$ cat config.mk
export PLATFORM = sky130hd
export DESIGN_NAME = projection_scheduler_flat
export DESIGN_NICKNAME = d
export VERILOG_FILES = /design/src/rtl/projection_scheduler_if.sv /design/src/rtl/projection_scheduler.sv /design/src/flat_wrapper.sv
export SDC_FILE = /design/constraint.sdc
export NUM_CORES = 1
export LEC_CHECK = 0
export ABC_CLOCK_PERIOD_IN_PS = 2900
export CORE_AREA = 10 10 421 423
export CTS_CLUSTER_DIAMETER = 30
export DETAILED_ROUTE_END_ITERATION = 8
export DIE_AREA = 0 0 431 433
export SLEW_MARGIN = 20
export SYNTH_ARGS = -nofsm -noshare
export SYNTH_HDL_FRONTEND = slang
export SYNTH_SLANG_ARGS = --single-unit
$ cat constraint.sdc
create_clock -name Clk -period 2.9 [get_ports Clk]
set_input_delay 0.29 -clock Clk [delete_from_list [all_inputs] [get_ports Clk]]
set_output_delay 0.29 -clock Clk [all_outputs]
set_load 0.01 [all_outputs]
$ cat src/rtl/projection_scheduler_if.sv
// Signal bundle for the projection scheduler: frame config, vertex memory port,
// shared projector inputs/outputs and the screen-triangle stream to the rasterizer.
interface projection_scheduler_if #(
  parameter int unsigned VW   = 16,
  parameter int unsigned IDXW = 10,
  parameter int unsigned SW   = 10
);
  logic                start;
  logic [IDXW-1:0]     num_tris;
  logic [16*VW-1:0]    mvp_in;
  logic [SW-1:0]       width_in;
  logic [SW-1:0]       height_in;
  logic                busy;
  logic                done;
  logic [IDXW-1:0]     tri_addr;
  logic                tri_rd;
  logic [12*VW-1:0]    tri_rdata;
  logic [4*VW-1:0]     proj_va;
  logic [4*VW-1:0]     proj_vb;
  logic [4*VW-1:0]     proj_vc;
  logic [16*VW-1:0]    proj_mvp;
  logic [SW-1:0]       proj_width;
  logic [SW-1:0]       proj_height;
  logic [2*SW-1:0]     proj_V1;
  logic [2*SW-1:0]     proj_V2;
  logic [2*SW-1:0]     proj_V3;
  logic                out_valid;
  logic                out_ready;
  logic [2*SW-1:0]     out_V1;
  logic [2*SW-1:0]     out_V2;
  logic [2*SW-1:0]     out_V3;
  logic [IDXW-1:0]     out_idx;

  // Scheduler side.
  modport master (
    input  start, num_tris, mvp_in, width_in, height_in, tri_rdata,
           proj_V1, proj_V2, proj_V3, out_ready,
    output busy, done, tri_addr, tri_rd, proj_va, proj_vb, proj_vc,
           proj_mvp, proj_width, proj_height, out_valid, out_V1, out_V2, out_V3, out_idx
  );

  // Environment side: host, vertex memory, projector and rasterizer.
  modport slave (
    output start, num_tris, mvp_in, width_in, height_in, tri_rdata,
           proj_V1, proj_V2, proj_V3, out_ready,
    input  busy, done, tri_addr, tri_rd, proj_va, proj_vb, proj_vc,
           proj_mvp, proj_width, proj_height, out_valid, out_V1, out_V2, out_V3, out_idx
  );
endinterface

$ cat src/rtl/projection_scheduler.sv
// Frame sequencer for the shared combinational triangle projector: fetches each
// triangle, holds it on the projector for SETTLE cycles, then streams the result.
module projection_scheduler #(
  parameter int unsigned VW     = 16,
  parameter int unsigned IDXW   = 10,
  parameter int unsigned SW     = 10,
  parameter int unsigned SETTLE = 3   // 1..15
) (
  input  logic                   Clk,
  input  logic                   Reset_n,
  projection_scheduler_if.master bus
);
  localparam logic [3:0] SettleLast = 4'(SETTLE - 1);

  typedef enum logic [2:0] {StIdle, StFetch, StLoad, StWait, StEmit, StDone} state_e;

  state_e           r_state, w_state_next;
  logic [IDXW-1:0]  r_count;
  logic [IDXW-1:0]  r_idx, w_idx_next;
  logic [IDXW-1:0]  r_tri_addr;
  logic [3:0]       r_settle;
  logic [4*VW-1:0]  r_va, r_vb, r_vc;
  logic [16*VW-1:0] r_mvp;
  logic [SW-1:0]    r_width, r_height;
  logic             r_out_valid;
  logic [2*SW-1:0]  r_out_v1, r_out_v2, r_out_v3;
  logic [IDXW-1:0]  r_out_idx;
  logic             w_last, w_settled, w_handshake;

  assign w_last      = (r_idx == r_count - IDXW'(1));
  assign w_settled   = (r_settle == SettleLast);
  assign w_handshake = r_out_valid & bus.out_ready;

  always_ff @(posedge Clk) begin
    if (!Reset_n) r_state <= StIdle;
    else          r_state <= w_state_next;
  end

  always_comb begin
    w_state_next = r_state;
    w_idx_next   = r_idx;
    case (r_state)
      StIdle: begin
        if (bus.start) begin
          w_idx_next   = '0;
          w_state_next = (bus.num_tris == '0) ? StDone : StFetch;
        end
      end
      StFetch: w_state_next = StLoad;
      StLoad:  w_state_next = StWait;
      StWait:  if (w_settled) w_state_next = StEmit;
      StEmit: begin
        if (w_handshake) begin
          if (w_last) begin
            w_state_next = StDone;
          end else begin
            w_idx_next   = r_idx + IDXW'(1);
            w_state_next = StFetch;
          end
        end
      end
      StDone:  w_state_next = StIdle;
      default: w_state_next = StIdle;
    endcase
  end

  always_ff @(posedge Clk) begin
    if (!Reset_n) begin
      r_count     <= '0;
      r_idx       <= '0;
      r_tri_addr  <= '0;
      r_settle    <= '0;
      r_va        <= '0;
      r_vb        <= '0;
      r_vc        <= '0;
      r_mvp       <= '0;
      r_width     <= '0;
      r_height    <= '0;
      r_out_valid <= 1'b0;
      r_out_v1    <= '0;
      r_out_v2    <= '0;
      r_out_v3    <= '0;
      r_out_idx   <= '0;
    end else begin
      r_idx <= w_idx_next;
      // Address only moves when a fetch is about to be issued.
      if (w_state_next == StFetch) r_tri_addr <= w_idx_next;
      case (r_state)
        StIdle: begin
          if (bus.start) begin
            r_count  <= bus.num_tris;
            r_mvp    <= bus.mvp_in;
            r_width  <= bus.width_in;
            r_height <= bus.height_in;
          end
        end
        StLoad: begin
          r_va     <= bus.tri_rdata[4*VW-1:0];
          r_vb     <= bus.tri_rdata[8*VW-1:4*VW];
          r_vc     <= bus.tri_rdata[12*VW-1:8*VW];
          r_settle <= '0;
        end
        StWait: begin
          r_settle <= r_settle + 4'd1;
          if (w_settled) begin
            r_out_v1    <= bus.proj_V1;
            r_out_v2    <= bus.proj_V2;
            r_out_v3    <= bus.proj_V3;
            r_out_idx   <= r_idx;
            r_out_valid <= 1'b1;
          end
        end
        StEmit:  if (bus.out_ready) r_out_valid <= 1'b0;
        default: ;
      endcase
    end
  end

  assign bus.busy        = (r_state != StIdle) && (r_state != StDone);
  assign bus.done        = (r_state == StDone);
  assign bus.tri_rd      = (r_state == StFetch);
  assign bus.tri_addr    = r_tri_addr;
  assign bus.proj_va     = r_va;
  assign bus.proj_vb     = r_vb;
  assign bus.proj_vc     = r_vc;
  assign bus.proj_mvp    = r_mvp;
  assign bus.proj_width  = r_width;
  assign bus.proj_height = r_height;
  assign bus.out_valid   = r_out_valid;
  assign bus.out_V1      = r_out_v1;
  assign bus.out_V2      = r_out_v2;
  assign bus.out_V3      = r_out_v3;
  assign bus.out_idx     = r_out_idx;
endmodule

$ cat src/flat_wrapper.sv
// flat-port wrapper written by rule: the top's interface ports become plain ports
module projection_scheduler_flat 
#(
  parameter int unsigned VW     = 16,
  parameter int unsigned IDXW   = 10,
  parameter int unsigned SW     = 10,
  parameter int unsigned SETTLE = 3           
)
  (Clk, Reset_n, bus_start, bus_num_tris, bus_mvp_in, bus_width_in, bus_height_in, bus_tri_rdata, bus_proj_V1, bus_proj_V2, bus_proj_V3, bus_out_ready, bus_busy, bus_done, bus_tri_addr, bus_tri_rd, bus_proj_va, bus_proj_vb, bus_proj_vc, bus_proj_mvp, bus_proj_width, bus_proj_height, bus_out_valid, bus_out_V1, bus_out_V2, bus_out_V3, bus_out_idx);
  projection_scheduler_if #(.VW(VW), .IDXW(IDXW), .SW(SW)) bus_i ();
  input  logic Clk;
  input  logic Reset_n;
  input wire logic [$bits(bus_i.start)-1:0] bus_start;
  input wire logic [$bits(bus_i.num_tris)-1:0] bus_num_tris;
  input wire logic [$bits(bus_i.mvp_in)-1:0] bus_mvp_in;
  input wire logic [$bits(bus_i.width_in)-1:0] bus_width_in;
  input wire logic [$bits(bus_i.height_in)-1:0] bus_height_in;
  input wire logic [$bits(bus_i.tri_rdata)-1:0] bus_tri_rdata;
  input wire logic [$bits(bus_i.proj_V1)-1:0] bus_proj_V1;
  input wire logic [$bits(bus_i.proj_V2)-1:0] bus_proj_V2;
  input wire logic [$bits(bus_i.proj_V3)-1:0] bus_proj_V3;
  input wire logic [$bits(bus_i.out_ready)-1:0] bus_out_ready;
  output wire logic [$bits(bus_i.busy)-1:0] bus_busy;
  output wire logic [$bits(bus_i.done)-1:0] bus_done;
  output wire logic [$bits(bus_i.tri_addr)-1:0] bus_tri_addr;
  output wire logic [$bits(bus_i.tri_rd)-1:0] bus_tri_rd;
  output wire logic [$bits(bus_i.proj_va)-1:0] bus_proj_va;
  output wire logic [$bits(bus_i.proj_vb)-1:0] bus_proj_vb;
  output wire logic [$bits(bus_i.proj_vc)-1:0] bus_proj_vc;
  output wire logic [$bits(bus_i.proj_mvp)-1:0] bus_proj_mvp;
  output wire logic [$bits(bus_i.proj_width)-1:0] bus_proj_width;
  output wire logic [$bits(bus_i.proj_height)-1:0] bus_proj_height;
  output wire logic [$bits(bus_i.out_valid)-1:0] bus_out_valid;
  output wire logic [$bits(bus_i.out_V1)-1:0] bus_out_V1;
  output wire logic [$bits(bus_i.out_V2)-1:0] bus_out_V2;
  output wire logic [$bits(bus_i.out_V3)-1:0] bus_out_V3;
  output wire logic [$bits(bus_i.out_idx)-1:0] bus_out_idx;
  assign bus_i.start = bus_start;
  assign bus_i.num_tris = bus_num_tris;
  assign bus_i.mvp_in = bus_mvp_in;
  assign bus_i.width_in = bus_width_in;
  assign bus_i.height_in = bus_height_in;
  assign bus_i.tri_rdata = bus_tri_rdata;
  assign bus_i.proj_V1 = bus_proj_V1;
  assign bus_i.proj_V2 = bus_proj_V2;
  assign bus_i.proj_V3 = bus_proj_V3;
  assign bus_i.out_ready = bus_out_ready;
  assign bus_busy = bus_i.busy;
  assign bus_done = bus_i.done;
  assign bus_tri_addr = bus_i.tri_addr;
  assign bus_tri_rd = bus_i.tri_rd;
  assign bus_proj_va = bus_i.proj_va;
  assign bus_proj_vb = bus_i.proj_vb;
  assign bus_proj_vc = bus_i.proj_vc;
  assign bus_proj_mvp = bus_i.proj_mvp;
  assign bus_proj_width = bus_i.proj_width;
  assign bus_proj_height = bus_i.proj_height;
  assign bus_out_valid = bus_i.out_valid;
  assign bus_out_V1 = bus_i.out_V1;
  assign bus_out_V2 = bus_i.out_V2;
  assign bus_out_V3 = bus_i.out_V3;
  assign bus_out_idx = bus_i.out_idx;
  projection_scheduler #(.VW(VW), .IDXW(IDXW), .SW(SW), .SETTLE(SETTLE)) u_core (.Clk(Clk), .Reset_n(Reset_n), .bus(bus_i));
endmodule
## After elaboration in Yosys (flattened, before gate mapping)

Cells that the tools add are included.

| storage, ports and cells | value |
|---|---|
| register bits | 576 |
| latch bits | 0 |
| bits in writable memories | 0 |
| bits in read-only memories | 0 |
| bits of input ports | 542 |
| output and inout port bits | 552 |
| logic and storage cells | 54 |
| memories | 0 |

| operators by class | value |
|---|---|
| add/subtract/negate cells | 3 |
| multiply operators | 0 |
| divide/modulo/power cells | 0 |
| magnitude comparators | 0 |
| eq/ne operators | 11 |
| shift-type cells | 0 |
| mux-type cells | 14 |
| bitwise logic cells | 1 |
| reductions and logical operators | 9 |

Operators by type and width:

| operator | number |
|---|---|
| $mux W10 | 3 |
| $pmux W10 S2 | 1 |
| $mux W3 | 5 |
| $pmux W3 S5 | 1 |
| $add A10 B1 Y10 const B | 1 |
| $eq A10 B10 Y1 | 1 |
| $logic_not A10 Y1 | 1 |
| $sub A10 B1 Y10 const B | 1 |
| $pmux W4 S2 | 1 |
| $eq A3 B1 Y1 const B | 2 |
| $eq A3 B2 Y1 const B | 2 |
| $eq A3 B3 Y1 const B | 2 |
| $add A4 B1 Y4 const B | 1 |
| $eq A4 B2 Y1 const B | 1 |
| $reduce_and A2 Y1 | 2 |
| $reduce_bool A2 Y1 | 2 |
| $logic_not A3 Y1 | 1 |
| $ne A3 B3 Y1 const B | 1 |
| $reduce_and A3 Y1 | 1 |
| $reduce_bool A3 Y1 | 1 |
| $mux W1 | 2 |
| $ne A2 B1 Y1 const B | 1 |
| $ne A2 B2 Y1 const B | 1 |
| $pmux W1 S2 | 1 |
| 2 further kinds | 2 |

## Depth between registers and ports, before layout

| depth | value |
|---|---|
| word-level depth | 6 |
| mapped depth | 11 |
| mapped depth without buffers | 10 |

## Least setup slack after synthesis

OpenSTA, ideal clock, no wires.

| path | value |
|---|---|
| path kind | register -> register |
| start | reg u_core.r_count[0] |
| end | reg u_core.r_tri_addr[4], in the netlist u_core.bus.tri_addr[4] |
| library setup time | 0.070 ns |
| arrival time | 2.733 ns |
| slack | 0.098 ns |
| stages on the path, launching flop included | 12 |
| buffers on the path | 1 |
| period minus slack after synthesis | 2.802 ns |
| path through | dfxtp_1 inv_1 ha_1 or3b_1 nand2_1 nor2_1 or4b_1 or4_4 buf_6 nand3_2 mux2_2 a21oi_1 |

| on the way | value |
|---|---|
| longest elaborated chain between the ends | 6 |
| elaborated cells on any way between the ends | 9 |

RTL lines:

| what | RTL line | RTL |
|---|---|---|
| start: declaration | projection_scheduler.sv:18 | `logic [IDXW-1:0] r_count;` |
| start signal: assignment | projection_scheduler.sv:91 | `r_count <= bus.num_tris;` |
| $sub A10 B1 Y10 (*) | projection_scheduler.sv:30 | `assign w_last = (r_idx == r_count - IDXW'(1));` |
| $eq A10 B10 Y1 (*) | projection_scheduler.sv:30 |  |
| $mux W3 | projection_scheduler.sv:54 | `if (w_last) begin` |
| $mux W3 | projection_scheduler.sv:53 | `if (w_handshake) begin` |
| $pmux W3 S5 | projection_scheduler.sv:42 | `case (r_state)` |
| $eq A3 B1 Y1 | projection_scheduler.sv:87 | `if (w_state_next == StFetch) r_tri_addr <= w_idx_next;` |
| end signal: assignment | projection_scheduler.sv:87 |  |
| end: declaration | projection_scheduler.sv:20 | `logic [IDXW-1:0] r_tri_addr;` |

Mark *: on every way between the ends. The rest lies on a longest branch, timed or not.
A chain may end at the register's enable or synchronous reset.

## Worst setup path after layout

| path | value |
|---|---|
| start | reg u_core.r_count[0] |
| end | reg u_core.r_idx[3] |

| on the way | value |
|---|---|
| longest elaborated chain between the ends | 5 |

RTL lines:

| what | RTL line | RTL |
|---|---|---|
| $sub A10 B1 Y10 | projection_scheduler.sv:30 |  |
| $eq A10 B10 Y1 | projection_scheduler.sv:30 |  |
| $mux W10 | projection_scheduler.sv:54 |  |
| $mux W10 | projection_scheduler.sv:53 |  |
| $pmux W10 S2 | projection_scheduler.sv:42 |  |
| end signal: assignment | projection_scheduler.sv:85 | `r_idx <= w_idx_next;` |
| end: declaration | projection_scheduler.sv:19 | `logic [IDXW-1:0] r_idx, w_idx_next;` |

No other way between the ends.

==> results summary <==
The ratio of cells with drive above 1 in the final layout is between 9 and 10%. The cell row count came out at about 150. The overall die width is 431 µm.

The clock insertion delay at the later pin of the skew report came out at 0.78 ns. The gate count of the mapped netlist came out at 2585. The distinct cell type count of the synthesized netlist came out at 47. The share of power burned in combinational logic came out at 12.3%. The sequential group share of total power came out at between 20% and 30%. The simple-gate portion of the synthesized area is 22.8%.

The minimum setup slack in the final design is approximately 0.033 ns. Sorting the synthesized cells by area gives the leading types as dfxtp_1 (57%), nand2_1 (21%), a21oi_1 (14%). The total count of max-transition violations in the final report came out at 0. The final wirelength is 131000 µm. The overall power is about 31000 µW.

The final-report hold violation count is 0. The first global-routing pass estimated roughly 180000 µm of wire. The fraction of the mapped netlist area in adder cells is 0.248%. The total power per unit cell area is approximately 740 nW/µm². The total die area came out at 187000 µm². The y dimension of the die is 433 µm. The power spent charging and discharging nets is approximately 7900 µW.

Entering global routing, the biggest net connects 125 pins. The number of flip-flops and latches in the synthesized netlist is 576. The final antenna-violating net count is 0. The clock skew after layout came out at 0.0617 ns. On the worst path, the slowest cell contributes a delay of 0.58 ns. The total vias in the final route is between 20000 and 25000. The routed design could run at a clock period as short as 2.87 ns. The slack of the worst reg-to-reg path is 0.03 ns. The master of the slowest instance on the critical path is or4_4.

The number of antenna violations at the first check in global routing was 25. The per-instance average area after synthesis came out at 7.82 µm². The part of the total power dissipated in the clock network is between 50% and 60%. The final clock period utilization by the worst path came out at a little over nine tenths. The floorplan core area is 169000 µm². Detailed placement ended at an HPWL of 103000 µm. The worst register-to-register path begins at u_core.r_count[0]$_SDFFE_PN0P_.

Summed over all layers, the global routing overflow is 0. The cell accounting for the most synthesized area is dfxtp_1. Clock tree synthesis found a total of roughly 580 sinks. The deepest clock path buffer count is 3. Of all nets on the critical path, the largest fanout is 7. The number of I/O pins came out at roughly 1100.

For the pin with the worst max-slew slack, the measured transition is 0.953 ns. The utilization after layout came out at 24.6%. Relative to the synthesized area, the layout overhead comes to 105%.

At the worst endpoint, the required time is 3.60 ns. The worst setup timing slack at the placement stage came out at -0.0214 ns. The via-per-instance ratio is 3.76. The max-capacitance violation count is 0.

The worst setup path is captured at a register. For this design the static power due to leakage is about 0.015 µW. The post-synthesis cell area came out at 20200 µm².

Derived from the worst setup path, the maximum achievable clock frequency is 349 MHz. The share of the synthesized area in the top cell type is 57.0%. The number of clock buffers added by TritonCTS is 157.

Counting cells, the worst reg-to-reg path comes to 11. Summing the areas of all xor and xnor instances in the mapped netlist gives less than 1% of the synthesized area. The total DRC errors in the routed layout came out at 0. The number of buffers and inverters on the critical path is 4. The aggregate global-route resource usage is 13.3%. In this run the number of cells on the critical path is 11.

Counting flops with an async set or reset pin after synthesis yields a share of 0%. Input and output buffers added on the ports amount to 1093. The number of enable flip-flop cells after synthesis came out at 0. The worst setup path is launched from a register. By area, the combinational part of the netlist is dominated by simple AND/OR/NAND/NOR gates. The compound-cell area share of the yosys netlist came out at 15.4%.

VDD sags by at most roughly 0.00055 V. The most used flip-flop cell after synthesis is dfxtp_1. The remaining max-slew budget at the tightest pin came out at 36.5%. The sequential area share after synthesis is 57.0%. Setup repair after global routing could not meet its margin everywhere. Setup violations remaining at the end of the flow were counted as 0. The number of stages on the worst hold path is 3. The synthesized net count is 3131. The routed length per placed instance came out at 21.0 µm.

The class of the tightest hold or removal check is in2reg. The final-stage net count came out at 4431. The critical path goes through buf_6 > nor4_4 > buf_4 > a21oi_2 > or4b_1 > or4_4 > buf_6 > buf_6 > a31oi_1 > o21ai_1 > a21oi_1. Among the stages of the critical path, the cell type that occurs most often is buf_6.

For this configuration, the core starts out at a cell density of between 10% and 20%. The critical path is of the reg2reg type. The number of global-route vias before repair came to about 23000. The number of H-tree branching levels came out at 4. After synthesis, the share of cell area in mux cells is 0.297%.

The final-layout worst hold slack came out at approximately 0.074 ns. The first-pass detailed-route iteration total came out at 7. Clock-pin slew was measured on the worst setup and hold paths at 0.05 ns.

Data arrives at the worst endpoint at ~3.6 ns. The flow ran to the end, and the final reports show no timing, DRC or antenna violations. The startpoint identified for the worst hold timing path is bus_mvp_in[68]. The weighted congestion reported at the end of routability-driven placement came out at 0.904. The endpoint identified for the worst register-to-register timing path is u_core.r_idx[3]$_SDFF_PN0_. The warning count from the yosys run is 0. The internal portion of the total power is between 20000 and 25000 µW. TritonCTS built the clock tree. The cell at the root of the clock tree is clkbuf_16. The detailed router's first-iteration violation count came out at 1470.

Among cell families on the critical path, the largest total delay comes from simple AND/OR/NAND/NOR gates. For hold timing, the worst endpoint is u_core.bus.proj_mvp[68]$_SDFFE_PN0P_. The switching power as a share of total power came out at between 20% and 30%.
flip-flops by register name, summed over array words and instances, names as in the netlist:
register,flops
u_core.bus.proj_width,10
u_core.r_state,3
u_core.bus.proj_vc,64
u_core.bus.proj_mvp,256
u_core.r_idx,10
u_core.bus.out_valid,1
u_core.bus.tri_addr,10
u_core.bus.out_V3,20
u_core.bus.proj_va,64
u_core.bus.out_idx,10
u_core.r_count,10
u_core.bus.out_V2,20
u_core.bus.out_V1,20
u_core.r_settle,4
u_core.bus.proj_height,10
u_core.bus.proj_vb,64
placed cells by master (no fill, tap or decap), drive strengths merged:
master / count
nand2: 1115
clkdlybuf4s50: 1092
dfxtp: 576
a21oi: 567
clkbuf: 207
dlygate4sd3: 167
buf: 72
clkinv: 39
clkinvlp: 22
bufinv: 20
nor2: 19
diode: 12
inv: 12
o21ai: 11
o21a: 10
nor3: 9
nand3: 8
and3: 7
o31a: 6
xnor2: 6
nand4: 5
mux2: 5
nor2b: 4
xor2: 4
ha: 4
nand2b: 3
nor3b: 3
a31oi: 3
nor4: 3
and2: 3
a2111oi: 2
o211a: 2
a22o: 2
or4: 2
nand3b: 1
a211oi: 1
or3b: 1
a22oi: 1
or4b: 1
nor4b: 1
power groups by stage:
| stage | clock network [µW] | registers (µW) | logic [µW] |
|---|---|---|---|
| final | 18300 | 8660 | 3790 |
| after global routing | 19100 | 8700 | 4040 |
| after CTS | 18600 | 8660 | 3820 |
| after detailed placement | 0 | 8790 | 3590 |
| after global placement | 0 | 8770 | 3580 |
| after floorplan | 0 | 8930 | 991 |
layer usage:
| metal | track usage [%] | share of wire, % | routed length (µm) |
|---|---|---|---|
| met1 | 15.9 | 41 | 53600 |
| met5 | 0 | 0.034 | 45 |
| met4 | 4.85 | 3.1 | 4090 |
| met2 | 21.8 | 48 | 63000 |
| met3 | 4.68 | 8.1 | 10600 |
metrics by stage:
stage	setup TNS (ns)	instances	instance area, µm²
after global routing	-0.274	6242	41500
after global placement	-0.0863	5775	34000
after floorplan	0	2585	20200
after CTS	0	6233	41400
final	0	6246	41500
after detailed placement	-0.0547	5775	34000
worst max path at each step:
| stage | endpoint | startpoint | slack (ns) |
|---|---|---|---|
| 3_5_place_dp | u_core.bus.tri_addr[8]$_SDFFE_PN0N_ | u_core.r_count[0]$_SDFFE_PN0P_ | -0.02 |
| 6_report | u_core.r_idx[3]$_SDFF_PN0_ | u_core.r_count[0]$_SDFFE_PN0P_ | 0.03 |
| 4_1_cts | u_core.bus.tri_addr[5]$_SDFFE_PN0N_ | u_core.r_count[0]$_SDFFE_PN0P_ | 0.02 |
| 5_1_grt | u_core.r_idx[3]$_SDFF_PN0_ | u_core.r_count[1]$_SDFFE_PN0P_ | -0.06 |
| 2_1_floorplan | u_core.bus.tri_addr[4]$_SDFFE_PN0N_ | u_core.r_count[0]$_SDFFE_PN0P_ | 0.1 |
| 3_3_place_gp | u_core.bus.tri_addr[8]$_SDFFE_PN0N_ | u_core.r_count[0]$_SDFFE_PN0P_ | -0.03 |
final cells by class:
cell class,count,area [µm²]
Antenna cell,12,30.0
Clock inverter,83,1300
Inverter,10,45.0
Multi-Input combinational cell,1809,8010
Sequential cell,576,11500
Tap cell,2218,2780
Timing Repair Buffer,1331,13400
Clock buffer,207,4410
Fill cell,18054,127000
Yosys cell counts (4+ instances only):
| master | count |
|---|---|
| nand2_1 | 1115 |
| dfxtp_1 | 576 |
| a21oi_1 | 566 |
| clkbuf_1 | 182 |
| nor2_1 | 19 |
| o21a_1 | 10 |
| inv_1 | 9 |
| nor3_1 | 9 |
| nand3_1 | 7 |
| and3_1 | 6 |
| o21ai_1 | 6 |
| o31a_1 | 6 |
| buf_1 | 5 |
| nand4_1 | 5 |
| o21ai_0 | 5 |
| xnor2_1 | 5 |
| ha_1 | 4 |
| nor2b_1 | 4 |
| xor2_1 | 4 |
worst register-to-register path, delay by kind of cell (launching register included):
kind	cells	cell delay, ns
AOI/OAI and AO/OA	4	0.46
DFF	1	0.32
and+or+nand+nor	3	1.43
buffers and inverters	4	0.58
kinds of logic after synthesis:
group / count (synthesis)
adders and majority gates: 4
muxes: 5
and+or+nand+nor: 1185
AOI/OAI and AO/OA: 605
DFF: 576
buffers and inverters: 200
xor gates and xnor gates: 10
repair_timing:
| item | 4_1_cts | 5_1_grt |
|---|---|---|
| endpoints found under the hold margin | 167 | 0 |
| setup buffers | 1 | 1 |
| endpoints found under the setup margin | 6 | 11 |
| resized for setup | 2 | 21 |
| hold buffers | 167 | 0 |
| pin swaps | 1 | 13 |
No activity file was read; power rests on OpenSTA's default activity.
